<file path="src/rtl/alpha_gain_exchanger.sv">
// rtl/alpha_gain_exchanger.sv - gain-control exchanger with settled HG/LG data path switching
module alpha_gain_exchanger #(
    parameter int GAIN_SHIFT     = 4,
    parameter int SETTLE_SAMPLES = 3
) (
    input  logic                    clk,
    input  logic                    reset,
    input  logic                    enable_sampling,
    input  logic                    alpha,
    input  logic [8:0]              hg_sample,
    input  logic [8:0]              lg_sample,
    output logic [9+GAIN_SHIFT-1:0] out_sample,
    output logic                    out_valid,
    output logic                    gain_ctrl,
    output logic                    path_sel,
    output logic                    switching
);

    localparam int OW = 9 + GAIN_SHIFT;
    localparam logic [7:0] SETTLE = 8'(SETTLE_SAMPLES);

    typedef enum logic [1:0] {
        LG_STABLE,
        HG_STABLE,
        TO_LG,
        TO_HG
    } state_t;

    state_t     state;
    logic [7:0] cnt;
    logic       expire;
    logic       path_next;
    logic [OW-1:0] hg_ext;
    logic [OW-1:0] lg_ext;

    assign expire = (cnt == 8'd1);

    // Reversion on the expiry strobe must win, so expiry only counts when alpha still agrees.
    assign path_next = (state == TO_LG && alpha && expire)  ? 1'b1 :
                       (state == TO_HG && !alpha && expire) ? 1'b0 :
                       path_sel;

    assign hg_ext = {{GAIN_SHIFT{hg_sample[8]}}, hg_sample};
    assign lg_ext = {lg_sample, {GAIN_SHIFT{1'b0}}};

    always_ff @(posedge clk or negedge reset) begin
        if (!reset) begin
            state      <= LG_STABLE;
            cnt        <= 8'd0;
            gain_ctrl  <= 1'b1;
            path_sel   <= 1'b1;
            switching  <= 1'b0;
            out_sample <= '0;
            out_valid  <= 1'b0;
        end else begin
            out_valid <= enable_sampling;
            if (enable_sampling) begin
                path_sel   <= path_next;
                out_sample <= path_next ? lg_ext : hg_ext;
                case (state)
                    LG_STABLE: begin
                        if (!alpha) begin
                            gain_ctrl <= 1'b0;
                            cnt       <= SETTLE;
                            state     <= TO_HG;
                            switching <= 1'b1;
                        end
                    end
                    HG_STABLE: begin
                        if (alpha) begin
                            gain_ctrl <= 1'b1;
                            cnt       <= SETTLE;
                            state     <= TO_LG;
                            switching <= 1'b1;
                        end
                    end
                    TO_LG: begin
                        if (!alpha) begin
                            gain_ctrl <= 1'b0;
                            cnt       <= SETTLE;
                            state     <= TO_HG;
                        end else if (expire) begin
                            cnt       <= 8'd0;
                            state     <= LG_STABLE;
                            switching <= 1'b0;
                        end else begin
                            cnt <= cnt - 8'd1;
                        end
                    end
                    TO_HG: begin
                        if (alpha) begin
                            gain_ctrl <= 1'b1;
                            cnt       <= SETTLE;
                            state     <= TO_LG;
                        end else if (expire) begin
                            cnt       <= 8'd0;
                            state     <= HG_STABLE;
                            switching <= 1'b0;
                        end else begin
                            cnt <= cnt - 8'd1;
                        end
                    end
                    default: begin
                        state     <= LG_STABLE;
                        switching <= 1'b0;
                    end
                endcase
            end
        end
    end

endmodule
</file>
<file path="config.mk">
export PLATFORM = sky130hd
export DESIGN_NAME = alpha_gain_exchanger
export DESIGN_NICKNAME = d
export VERILOG_FILES = /design/src/rtl/alpha_gain_exchanger.sv
export SDC_FILE = /design/constraint.sdc
export NUM_CORES = 1
export LEC_CHECK = 0
export CORE_MARGIN = 10
export CORE_UTILIZATION = 30
export CTS_CLUSTER_DIAMETER = 200
export DETAILED_ROUTE_END_ITERATION = 6
export PLACE_DENSITY = 0.52
export SETUP_SLACK_MARGIN = 0.1
export SYNTH_ARGS = -nofsm -noshare
export SYNTH_HDL_FRONTEND = slang
export SYNTH_SLANG_ARGS = --single-unit
</file>
<file path="constraint.sdc">
create_clock -name clk -period 2.1 [get_ports clk]
set_input_delay 0.21 -clock clk [delete_from_list [all_inputs] [get_ports clk]]
set_output_delay 0.21 -clock clk [all_outputs]
set_load 0.02 [all_outputs]
</file>
==> impl_metrics.csv <==
group,metric,value,unit
run_status,status,"complete, no violations",
cts,clock_latency,270,ps
logic_synthesis,synth_top_cell_area_share,0.4374,
cts,clock_path_buffers,2,
final_layout,diodes,0,
worst_setup_path,critPathSlowestCell,"dfrtp_1",
drt,drc,0,
timing,report.final.setup_viol,0,
worst_setup_path,crit_type,"reg -> reg",
logic_synthesis,synth_ff_type,"dfrtp_1",
logic_synthesis,ys_ff_latch,27,
cts,clk_pin_slew,90,ps
pwr,powerDensity,934.3,nW/um^2
drt,vias,1257,
timing,post-route-period-util,0.8860,
logic_synthesis,syn-num-nets,172,
logic_synthesis,yosys.area_share.simple,0.2135,
worst_setup_path,critPathArrivalTime,2030,ps
logic_synthesis,synth_edf_count,0,
drt,dr.pass1.iters,4,
logic_synthesis,avgSynthCellArea,9.663,sq um
placed_design,dp_cells,240,
pwr,power.total,1.813,mW
logic_synthesis,synth_top_family_by_area,"simple AND/OR/NAND/NOR gates",
floorplanning,die_w,89.05,um
timing,fin_ws,239.3,ps
final_layout,fin_nets,215,
timing,clock_skew,4.071,ps
worst_setup_path,critical_path.max_stage_delay,450,ps
logic_synthesis,yosys_warnings,0,
placed_design,detailed_place_hpwl,2890,um
final_layout,layout.cells.non_filler,244,
logic_synthesis,synthTopCellsByCount,"dfrtp_1 (25), nor2_1 (20), nand2_1 (17), a21oi_1 (10), a31oi_1 (6)",
logic_synthesis,yosysTopAreaCell,"dfrtp_1",
logic_synthesis,yosysSeqAreaShare,0.4742,
timing,hold_viol,0,
pwr,vdd_drop_max,276.8,uV
pwr,p_leak,0.7992,nW
timing,worst_slew_pin_slew,487.6,ps
global_route,grt_pass1_vias,1351,
logic_synthesis,synth_xor_area_frac,0.03587,
cts,cts_made_buffers,3,
cts,clock-sinks,27,
cts,root_buffer,"clkbuf_8",
timing,fmax,0.5374,GHz
flow_run,cap_violations,0,
placed_design,place_area,1891,sq um
global_route,globalRouteOverflowTotal,0,
drt,routedWlPerCell,15.09,um
final_layout,postLayoutCellArea,1941,sq um
worst_setup_path,crit_family,"simple AND/OR/NAND/NOR gates",
worst_setup_path,cp-end-kind,"flip-flop",
timing,rsz0062_at_grt,"false",
placed_design,finalWeightedCongestion,0.8340,
worst_setup_path,crit_buf_inv,0,
cts,clock_tree.htree_level_count,1,
drt,drtAntennaViolNets,0,
placed_design,dp_slack,88.54,ps
final_layout,final_core_util,0.4164,
final_layout,syn2layout_area_growth,35.70,%
worst_setup_path,critPathMaxFanout,6,
logic_synthesis,syn_inst,148,
drt,drt-total-wl,3681,um
logic_synthesis,synth_compound_area_frac,0.2056,
worst_setup_path,crit_path_cell_trace,"ha_1, and2_1, and4_1, or3_4, a21oi_1, nor2_1",
logic_synthesis,ys_types,40,
cts,postCtsSetupRepairBufs,0,
logic_synthesis,synthTopCellsByArea,"dfrtp_1 (44%), nor2_1 (5.2%), nand2_1 (4.5%)",
placed_design,io_buffers,38,
floorplanning,start_util,0.3068,
timing,hold_ws,313.4,ps
floorplanning,die_h,89.05,um
logic_synthesis,yosysMostFrequentCell,"dfrtp_1",
logic_synthesis,synth_mux_area_frac,0.006999,
cts,ctsHoldBuffers,0,
global_route,antenna_found_initial,0,
cts,cts_tree,"done",
worst_setup_path,startpoint_type,"flip-flop",
timing,period_needed,1861,ps
drt,vias_per_cell,5.152,
drt,drt-initial-drc-count,67,
floorplanning,rows,25,
floorplanning,die_area,7929,sq um
final_layout,drive_above_1_share,0.1000,
logic_synthesis,async_reset_ff_frac,1.000,
worst_setup_path,crit_required,2260,ps
cts,cts_resized,0,
timing,relSlewSlack,0.6749,
floorplanning,io_pins,39,
global_route,grt_pass1_wl,6154,um
timing,finalSetupTns,0,ps
logic_synthesis,syn_area,1430,sq um
global_route,grt_usage,0.09671,
hold_path,min_path_type,"in -> async",
floorplanning,coreArea,4661,sq um
timing,slew_violations,0,
global_route,grt_max_degree,28,
logic_synthesis,synthAdderAreaFrac,0.01750,
-- area by class of cell --
cell class              instances  area, sq um
fillers                       457         2720
multi-input cells             108        690.7
flip-flops and latches         27        678.2
repair buffers                 46        440.4
well taps                      54        67.56
clock buffers                   4        45.04
inverters                       5        18.77
-- cells in the final DEF (no fill, tap or decap), drive strengths merged, types with 4 or more instances in the layout --
cell type / netlist / routed
a21oi: 10 / 10
a221oi: 4 / 4
a22o: 5 / 5
a31oi: 6 / 6
a32oi: 4 / 4
buf: 4 / 8
clkbuf: 4 / 4
clkdlybuf4s50: 0 / 38
dfrtp: 25 / 25
inv: 5 / 5
nand2: 17 / 17
nor2: 22 / 22
o21ai: 6 / 6
xnor2: 4 / 4
-- worst paths after layout --
| check | start | to | slack (ps) | depth (start not counted) |
|---|---|---|---|---|
| setup / recovery | cnt[0] | out_sample[11] | 240 | 6 |
| min in group clk | out_sample[5] | out_sample[5] | 500 | 2 |
| setup reg to reg | cnt[0] | out_sample[11] | 240 | 6 |
| max in group asynchronous | reset | gain_ctrl | 1490 | 2 |
| hold reg to reg | out_sample[5] | out_sample[5] | 500 | 2 |
| hold / removal | reset | cnt[4] | 310 | 2 |
-- routing by layer --
layer / part of all wire / wire [um] / GRT usage
met1: 0.44 / 1611 / 0.1093
met5: 0 / 0 / 0
met4: 0.013 / 47 / 0.03902
met3: 0.072 / 266 / 0.03829
met2: 0.48 / 1756 / 0.1596
-- registers in the layout, summed over array words and instances (netlist names) --
register and count:
out_valid 1, state 2, gain_ctrl 1, path_sel 1
switching 1, out_sample 13, cnt 8
-- cell families (layout without fill, tap and decap cells) --
logic type               after synthesis  count (layout)
multiplexers                           1               1
adder cells (fa/ha/maj)                2               2
flip-flops                            27              27
XOR/XNOR                               5               5
AND/OR/NAND/NOR                       57              57
buffers and inverters                 13              55
AO/OA/AOI/OAI                         43              43
-- where the power goes --
group	leakage (nW)	switching [mW]	total (mW)	internal, mW
Clock	0.0228	0.161	0.296	0.136
Sequential	0.316	0.134	0.775	0.641
Combinational	0.461	0.386	0.742	0.356
Note: power is estimated with default switching activity, not from simulation.
